`src/rtl/rgb2y_converter.sv`:
```
// -----------------------------------------------------------------------------
// rgb2y_converter
//   Converts an RGB pixel stream to 8-bit luma with a fixed 3-cycle pipeline:
//     Y = clamp((COEF_R*R + COEF_G*G + COEF_B*B + 128) >> 8, 0, 255)
//   The valid and sync strobes are delayed alongside the data. The output
//   side also counts frames (rising edges of vs_o) and the valid pixels
//   in the last completed frame.
//
// Ports
//   rx_clk         : pixel clock, all logic on its rising edge
//   rst_n          : asynchronous active-low reset
//   red_i/green_i/blue_i : 8-bit colour components
//   dv_i/hs_i/vs_i : data valid / hsync / vsync, aligned with the colour inputs
//   y_o            : 8-bit luma, forced to 0 when dv_o = 0
//   dv_o/hs_o/vs_o : strobes delayed by 3 cycles to align with y_o
//   frame_cnt_o    : frames seen at the output side (wraps)
//   frame_pixels_o : valid pixels in the last completed frame
// -----------------------------------------------------------------------------
module rgb2y_converter #(
  parameter int unsigned COEF_R = 77,
  parameter int unsigned COEF_G = 150,
  parameter int unsigned COEF_B = 29
) (
  input  logic        rx_clk,
  input  logic        rst_n,
  input  logic [7:0]  red_i,
  input  logic [7:0]  green_i,
  input  logic [7:0]  blue_i,
  input  logic        dv_i,
  input  logic        hs_i,
  input  logic        vs_i,
  output logic [7:0]  y_o,
  output logic        dv_o,
  output logic        hs_o,
  output logic        vs_o,
  output logic [15:0] frame_cnt_o,
  output logic [23:0] frame_pixels_o
);

  localparam int DATA_W = 8;
  localparam int COEF_W = 8;
  localparam int PROD_W = DATA_W + COEF_W;
  localparam int SUM_W  = PROD_W + 2;

  // Coefficients zero-extended to the product width so every multiply is
  // carried out at full 16-bit precision.
  localparam logic [PROD_W-1:0] C_R = {{(PROD_W-COEF_W){1'b0}}, COEF_R[COEF_W-1:0]};
  localparam logic [PROD_W-1:0] C_G = {{(PROD_W-COEF_W){1'b0}}, COEF_G[COEF_W-1:0]};
  localparam logic [PROD_W-1:0] C_B = {{(PROD_W-COEF_W){1'b0}}, COEF_B[COEF_W-1:0]};

  localparam logic [SUM_W-1:0] ROUND_HALF = SUM_W'(128);

  // Keep the integer part of sum/256; anything above 255 clamps instead of
  // wrapping (only reachable when the coefficients sum past 256).
  function automatic logic [DATA_W-1:0] sat_y(input logic [SUM_W-1:0] sum);
    logic [DATA_W-1:0] res;
    if (|sum[SUM_W-1:PROD_W]) res = {DATA_W{1'b1}};
    else                      res = sum[PROD_W-1:DATA_W];
    return res;
  endfunction

  logic [PROD_W-1:0] w_r_ext, w_g_ext, w_b_ext;
  assign w_r_ext = {{(PROD_W-DATA_W){1'b0}}, red_i};
  assign w_g_ext = {{(PROD_W-DATA_W){1'b0}}, green_i};
  assign w_b_ext = {{(PROD_W-DATA_W){1'b0}}, blue_i};

  logic [PROD_W-1:0] r_prod_r_p0, r_prod_g_p0, r_prod_b_p0;
  logic [SUM_W-1:0]  r_sum_p1;
  logic [DATA_W-1:0] r_y_p2;
  // {dv, hs, vs} travelling alongside the data
  logic [2:0]        r_sync_p0, r_sync_p1, r_sync_p2;

  logic              r_vs_prev;
  logic [15:0]       r_frame_cnt;
  logic [23:0]       r_pix_cnt;
  logic [23:0]       r_frame_pixels;
  logic              w_frame_start;

  // ---- Stage 1: products ----
  always_ff @(posedge rx_clk or negedge rst_n) begin
    if (!rst_n) begin
      r_prod_r_p0 <= '0;
      r_prod_g_p0 <= '0;
      r_prod_b_p0 <= '0;
      r_sync_p0   <= '0;
    end else begin
      r_prod_r_p0 <= w_r_ext * C_R;
      r_prod_g_p0 <= w_g_ext * C_G;
      r_prod_b_p0 <= w_b_ext * C_B;
      r_sync_p0   <= {dv_i, hs_i, vs_i};
    end
  end

  // ---- Stage 2: rounded sum ----
  always_ff @(posedge rx_clk or negedge rst_n) begin
    if (!rst_n) begin
      r_sum_p1  <= '0;
      r_sync_p1 <= '0;
    end else begin
      r_sum_p1  <= {2'b00, r_prod_r_p0} + {2'b00, r_prod_g_p0}
                 + {2'b00, r_prod_b_p0} + ROUND_HALF;
      r_sync_p1 <= r_sync_p0;
    end
  end

  // ---- Stage 3: shift, saturate, blank invalid pixels ----
  always_ff @(posedge rx_clk or negedge rst_n) begin
    if (!rst_n) begin
      r_y_p2    <= '0;
      r_sync_p2 <= '0;
    end else begin
      r_y_p2    <= r_sync_p1[2] ? sat_y(r_sum_p1) : '0;
      r_sync_p2 <= r_sync_p1;
    end
  end

  assign y_o  = r_y_p2;
  assign dv_o = r_sync_p2[2];
  assign hs_o = r_sync_p2[1];
  assign vs_o = r_sync_p2[0];

  // ---- Output-side frame statistics ----
  // r_vs_prev resets to 0, so a vs_o already high right after reset still
  // counts as a frame start; a wide vs_o pulse counts only once.
  assign w_frame_start = vs_o & ~r_vs_prev;

  always_ff @(posedge rx_clk or negedge rst_n) begin
    if (!rst_n) begin
      r_vs_prev      <= 1'b0;
      r_frame_cnt    <= '0;
      r_pix_cnt      <= '0;
      r_frame_pixels <= '0;
    end else begin
      r_vs_prev <= vs_o;
      if (w_frame_start) begin
        r_frame_cnt    <= r_frame_cnt + 16'd1;
        r_frame_pixels <= r_pix_cnt;
        // The pixel coinciding with the frame start belongs to the new frame.
        r_pix_cnt      <= dv_o ? 24'd1 : 24'd0;
      end else if (dv_o && (r_pix_cnt != 24'hFFFFFF)) begin
        r_pix_cnt      <= r_pix_cnt + 24'd1;
      end
    end
  end

  assign frame_cnt_o    = r_frame_cnt;
  assign frame_pixels_o = r_frame_pixels;

endmodule

```
`config.mk`:
```
export PLATFORM = sky130hd
export DESIGN_NAME = rgb2y_converter
export DESIGN_NICKNAME = d
export VERILOG_FILES = /design/src/rtl/rgb2y_converter.sv
export SDC_FILE = /design/constraint.sdc
export NUM_CORES = 1
export LEC_CHECK = 0
export ABC_AREA = 1
export ABC_CLOCK_PERIOD_IN_PS = 4290
export CORE_MARGIN = 2
export CORE_UTILIZATION = 62
export CTS_CLUSTER_DIAMETER = 60
export DETAILED_ROUTE_END_ITERATION = 10
export PLACE_DENSITY = 0.95
export REMOVE_ABC_BUFFERS = 1
export SYNTH_ARGS = -nofsm -noshare
export SYNTH_HDL_FRONTEND = slang
export SYNTH_SLANG_ARGS = --single-unit
export TNS_END_PERCENT = 30
```
`constraint.sdc`:
```
create_clock -name rx_clk -period 4.29 [get_ports rx_clk]
set_input_delay 1.287 -clock rx_clk [delete_from_list [all_inputs] [get_ports rx_clk]]
set_output_delay 1.287 -clock rx_clk [all_outputs]
set_load 0.1 [all_outputs]
```
======== Yosys cells after proc, flatten, opt, wreduce, memory -nomap -nowiden ========
Cells that the tools add are included.
operators by class
  add/subtract/negate cells ............... 5
  multipliers ............................. 3
  equal/unequal tests ..................... 1
  multiplexer cells ....................... 5
  bitwise gates (word level) .............. 2
  reductions and logical operators ........ 3
operator list
  operator                                                             count
  24-bit 2-to-1 mux                                                    2
  8-bit by 7-bit multiplier with 15-bit output, second input constant  2
  24-bit by 1-bit adder with 24-bit output, second input constant      1
  24-bit inequality test, second input constant                        1
  17-bit by 13-bit adder with 18-bit output                            1
  18-bit by 8-bit adder with 18-bit output, second input constant      1
  15-bit by 16-bit adder with 17-bit output                            1
  16-bit by 1-bit adder with 16-bit output, second input constant      1
  8-bit 2-to-1 mux                                                     2
  8-bit by 5-bit multiplier with 13-bit output, second input constant  1
  2-bit nonzero test                                                   1
  2-bit OR reduction                                                   1
  1-bit bitwise AND                                                    1
  1-bit logical AND                                                    1
  1-bit 2-to-1 mux                                                     1
  1-bit NOT                                                            1
word-level totals
  register bits ........................... 143
  output and inout bits ................... 51
  word-level logic and storage cells ...... 31

======== Depth between registers and ports, before layout ========
Gate-level depths: netlist of the first run.
  depth in word-level cells ............... 4
  gate-level depth with buffers ........... 15

======== Worst setup path before layout of the first run ========
OpenSTA, ideal clock, no wires.
  path type ............................... in2reg
  start ................................... in green_i[4]
  end ..................................... reg r_prod_g_p0[13]
  library setup time ...................... 0.125 ns
  arrival time ............................ 3.793 ns
  data required time ...................... 4.165 ns
  slack ................................... 0.373 ns
  cell stages on the path ................. 12
  cells stage by stage .................... ha_1 > ha_1 > inv_1 > fa_1 > fa_1 > inv_1 > ha_1 > a21oi_1 > o21ai_0 > nand2_1 > nand3_1 > xor2_1
between the ends
  cells in the longest elaborated chain, start to end .. 1
RTL lines
  element                                       RTL line  RTL
  from (decl)                                   27        input logic [7:0] green_i,
  8-bit by 7-bit multiplier with 15-bit output  88        r_prod_g_p0 <= w_g_ext * C_G;
  to (signal assigned)                          88
  to (decl)                                     67        logic [PROD_W-1:0] r_prod_r_p0, r_prod_g_p0, r_prod_b_p0;
No other way between the ends.
A chain may end at the register's enable or synchronous reset.

======== Final worst setup path of the first run ========
  start ................................... in red_i[4]
  end ..................................... reg r_prod_r_p0[12]
between the ends
  cells in the longest elaborated chain, start to end .. 1
RTL lines
  element                                       RTL line  RTL
  from (decl)                                   26        input logic [7:0] red_i,
  8-bit by 7-bit multiplier with 15-bit output  87        r_prod_r_p0 <= w_r_ext * C_R;
  to (signal assigned)                          87
  to (decl)                                     67
No other way between the ends.

==> impl_metrics.json, run 1 <==
{
  "crit_path_frequent_cell": "ha_1",
  "slowest_stage": "fa_1",
  "slew_violations": 0,
  "track_usage_pct": 28.3,
  "num-fill-cells": 987,
  "drt_pre_antenna_iters": 6,
  "period_share_pct": 99.1,
  "min_period_ns": 4.25,
  "synth_top_family_by_area": "adder cells",
  "synth_mux_area_share_pct": 0,
  "max-vdd-ir-drop_mv": 0.532,
  "powerDensity_mw_per_mm2": 688,
  "critPathLaunchType": "input pin",
  "first_global_vias": 8158,
  "clkTransAtPathRegs_ns": 0.06,
  "ys_seq_elements": 135,
  "cts.root.buffer_cell": "clkbuf_16",
  "async_flop_share_pct": 100,
  "finalSetupViolations": 0,
  "path_cells": "clkdlybuf4s50_1 -> buf_4 -> ha_1 -> ha_1 -> ha_1 -> inv_1 -> fa_1 -> inv_1 -> ha_1 -> buf_4 -> nand2_1 -> nor2_1 -> nand3_1 -> nand3_1 -> xor2_1",
  "drv_cap": 0,
  "portBuffers": 79,
  "holdPathStages": 0,
  "synth_ff_type": "dfrtp_1",
  "place_hpwl_um": 16000,
  "synth_fa_ha_area_share_pct": 25.2,
  "drt-total-wl_um": 22200,
  "start_util_pct": 62.6,
  "crit_buf_inv": 5,
  "crit_path_end": "r_prod_r_p0[12]",
  "grt-ovfl-total": 0,
  "worst-path-stages": 15,
  "critical_path_arrival_ns": 4.59,
  "synth.cell_area_mm2": 0.00941,
  "synth-simple-area-share_pct": 19.3,
  "drive_above_1_share_pct": 7.79,
  "rsz0062_at_grt": "true",
  "critPathLaunch": "red_i[4]",
  "fin_nets": 1417,
  "relSlewSlack_pct": 32.1,
  "vias": 7935,
  "viasPerCell": 5.58,
  "io_pins": 80,
  "numPlacedInstances": 1390,
  "drtIter0Drc": 611,
  "core_mm2": 0.0150,
  "fin_cells": 1421,
  "cts-htree-levels": 4,
  "num_rows": 45,
  "path_max_fanout": 3,
  "antenna_found_initial": 0,
  "p_leak_nw": 6.05,
  "hp-start": "r_sync_p0[2]",
  "cts.sinks": 135,
  "r2r_setup_slack_ns": 1.68,
  "cp_top_family": "adder cells",
  "clock_skew_ns": 0.0131,
  "clock.fmax_ghz": 0.235,
  "cts_tree": "done",
  "syn_inst": 1094,
  "synth-xor-area-share_pct": 4.38,
  "final_core_util_pct": 75.3,
  "ys_types": 35,
  "hold_buffers": 0,
  "rr_startpoint": "r_prod_r_p0[5]",
  "slowest_delay_ns": 0.51,
  "die_h_um": 127,
  "synth_warnings": 0,
  "ys_seq_area_share_pct": 35.9,
  "grt_max_degree": 71,
  "dieWidth_um": 127,
  "synth.avg_cell_area_um2": 8.60,
  "cp.required_ns": 4.63,
  "hold_path_class": "reg -> reg",
  "r2r_cells": 12,
  "die-area_mm2": 0.0162,
  "hold_violations": 0,
  "worst_pin_slew_ns": 1.02,
  "total_power_mw": 7.79,
  "grt_first_pass_wirelength_um": 36800,
  "ant_nets": 0,
  "wl_per_cell_um": 15.6,
  "drc": 0,
  "area_growth_pct": 20.3,
  "status": "complete, no violations",
  "clockBufferDepth": 2,
  "crit_path_end_kind": "flop",
  "diodes": 0,
  "gp_congestion": 0.911,
  "reg2reg_to": "r_sum_p1[16]",
  "cts_buffers": 17,
  "synth_edf_count": 0,
  "critPathKind": "in -> reg",
  "synth_compound_gate_area_share_pct": 6.49,
  "clock_latency_ns": 0.41
}
## cells in the mapped netlist (3+ instances only)
cell	n	area [um2]
a21o_1	7	52.6
a21oi_1	48	240
a31oi_1	3	18.8
clkbuf_1	7	26.3
dfrtp_1	135	3380
fa_1	38	761
ha_1	129	1610
inv_1	196	736
inv_2	3	11.3
nand2_1	247	927
nand2_2	6	37.5
nand3_1	48	240
nand3b_1	3	22.5
nand4_1	22	138
nor2_1	73	274
nor2_2	3	18.8
nor2_4	3	33.8
nor3_1	6	30.0
o21ai_0	42	210
o21ai_1	7	35.0
o21bai_1	4	30.0
xnor2_1	11	96.3
xor2_1	36	315
## layout make-up
class                      instances  area (um2)  share of cell area, %
inverter                         200         753                   6.65
tap                              188         235                   2.08
sequential                       135        3380                   29.8
timing repair buffer             119        1100                   9.76
multi-input combinational        748        5230                   46.2
clock buffer                      19         443                   3.91
clock inverter                    12         176                   1.56
## kinds of logic (layout without fill, tap and decap cells)
group                    after synthesis  count (layout)
AO/OA/AOI/OAI                        114             114
adder cells (fa/ha/maj)              167             167
buffers and inverters                211             350
AND/OR/NAND/NOR                      420             420
XOR/XNOR                              47              47
flip-flops                           135             135
## state kept, by name, indices dropped and copies added, names as in the netlist
name / flops
y_o: 8
r_sync_p1: 3
r_vs_prev: 1
r_sync_p0: 3
r_prod_b_p0: 13
r_sum_p1: 10
frame_pixels_o: 24
r_sync_p2: 3
r_prod_g_p0: 15
frame_cnt_o: 16
r_pix_cnt: 24
r_prod_r_p0: 15
## cells in the final DEF (no fill, tap or decap), drive strengths merged
cell / n
nand4: 22
nor4: 2
clkinv: 5
o21ai: 49
a21oi: 49
nor3: 7
clkdlybuf4s50: 78
nand3b: 3
nor2: 81
o21bai: 4
clkinvlp: 2
buf: 41
nand2: 255
and2: 1
o211ai: 2
clkbuf: 19
nand3: 48
xor2: 36
bufinv: 4
fa: 38
a21o: 7
inv: 201
dfrtp: 135
ha: 129
xnor2: 11
or2: 1
a31oi: 3
## where the power goes
part	internal, mW	switching, mW	leakage (nW)
Sequential	1.57	0.135	1.73
Combinational	1.61	2.94	4.02
Clock	0.985	0.554	0.299
Total	4.17	3.63	6.05
## metrics by stage
step	hold slack [ns]	cell area (um2)	TNS, ns	worst slack [ns]
2_1_floorplan	0.331	9350	0	0.373
3_3_place_gp	0.332	10700	-1.42	-0.163
3_5_place_dp	0.337	10700	-3.73	-0.303
4_1_cts	0.350	11300	0	0.123
5_1_grt	0.359	11300	-0.0907	-0.0694
6_report	0.348	11300	0	0.0378
## routing by layer
layer | wire [um] | vias to the layer above | GRT usage [%]
met4 | 1140 | 0 | 13.4
met2 | 11400 | 368 | 52.0
li1 | - | 3720 | -
met1 | 8520 | 3737 | 32.7
met3 | 1120 | 110 | 3.94
met5 | 0 | - | 0
## what timing repair did
item,CTS,global route
endpoints found under the setup margin,0,5
buffers inserted,0,0
resized for setup,0,4
## worst min path at each step
stage               slack [ns]      endpoint
floorplan                 0.33  r_sync_p1[0]
global placement          0.33  r_sync_p1[1]
global route              0.36  r_sync_p1[1]
CTS                       0.35  r_sync_p1[2]
detailed placement        0.34  r_sync_p1[2]
finish                    0.35  r_sync_p1[2]
No activity file was read; power rests on OpenSTA's default activity.
==> run 2: changes to the inputs <==
--- a/config.mk
+++ b/config.mk
@@ -10,6 +10,7 @@
 export CORE_MARGIN = 2
 export CORE_UTILIZATION = 62
 export CTS_CLUSTER_DIAMETER = 60
+export CTS_CLUSTER_SIZE = 12
 export DETAILED_ROUTE_END_ITERATION = 10
 export PLACE_DENSITY = 0.95
 export REMOVE_ABC_BUFFERS = 1
==> results of run 2 <==
Same layout as run 1: the final DEF is identical, and so are final timing and power.
==> run 3: changes to the inputs <==
--- a/config.mk
+++ b/config.mk
@@ -6,7 +6,6 @@
 export NUM_CORES = 1
 export LEC_CHECK = 0
 export ABC_AREA = 1
-export ABC_CLOCK_PERIOD_IN_PS = 4290
 export CORE_MARGIN = 2
 export CORE_UTILIZATION = 62
 export CTS_CLUSTER_DIAMETER = 60
==> results of run 3 <==
Same layout as run 1: the final DEF is identical, and so are final timing and power.
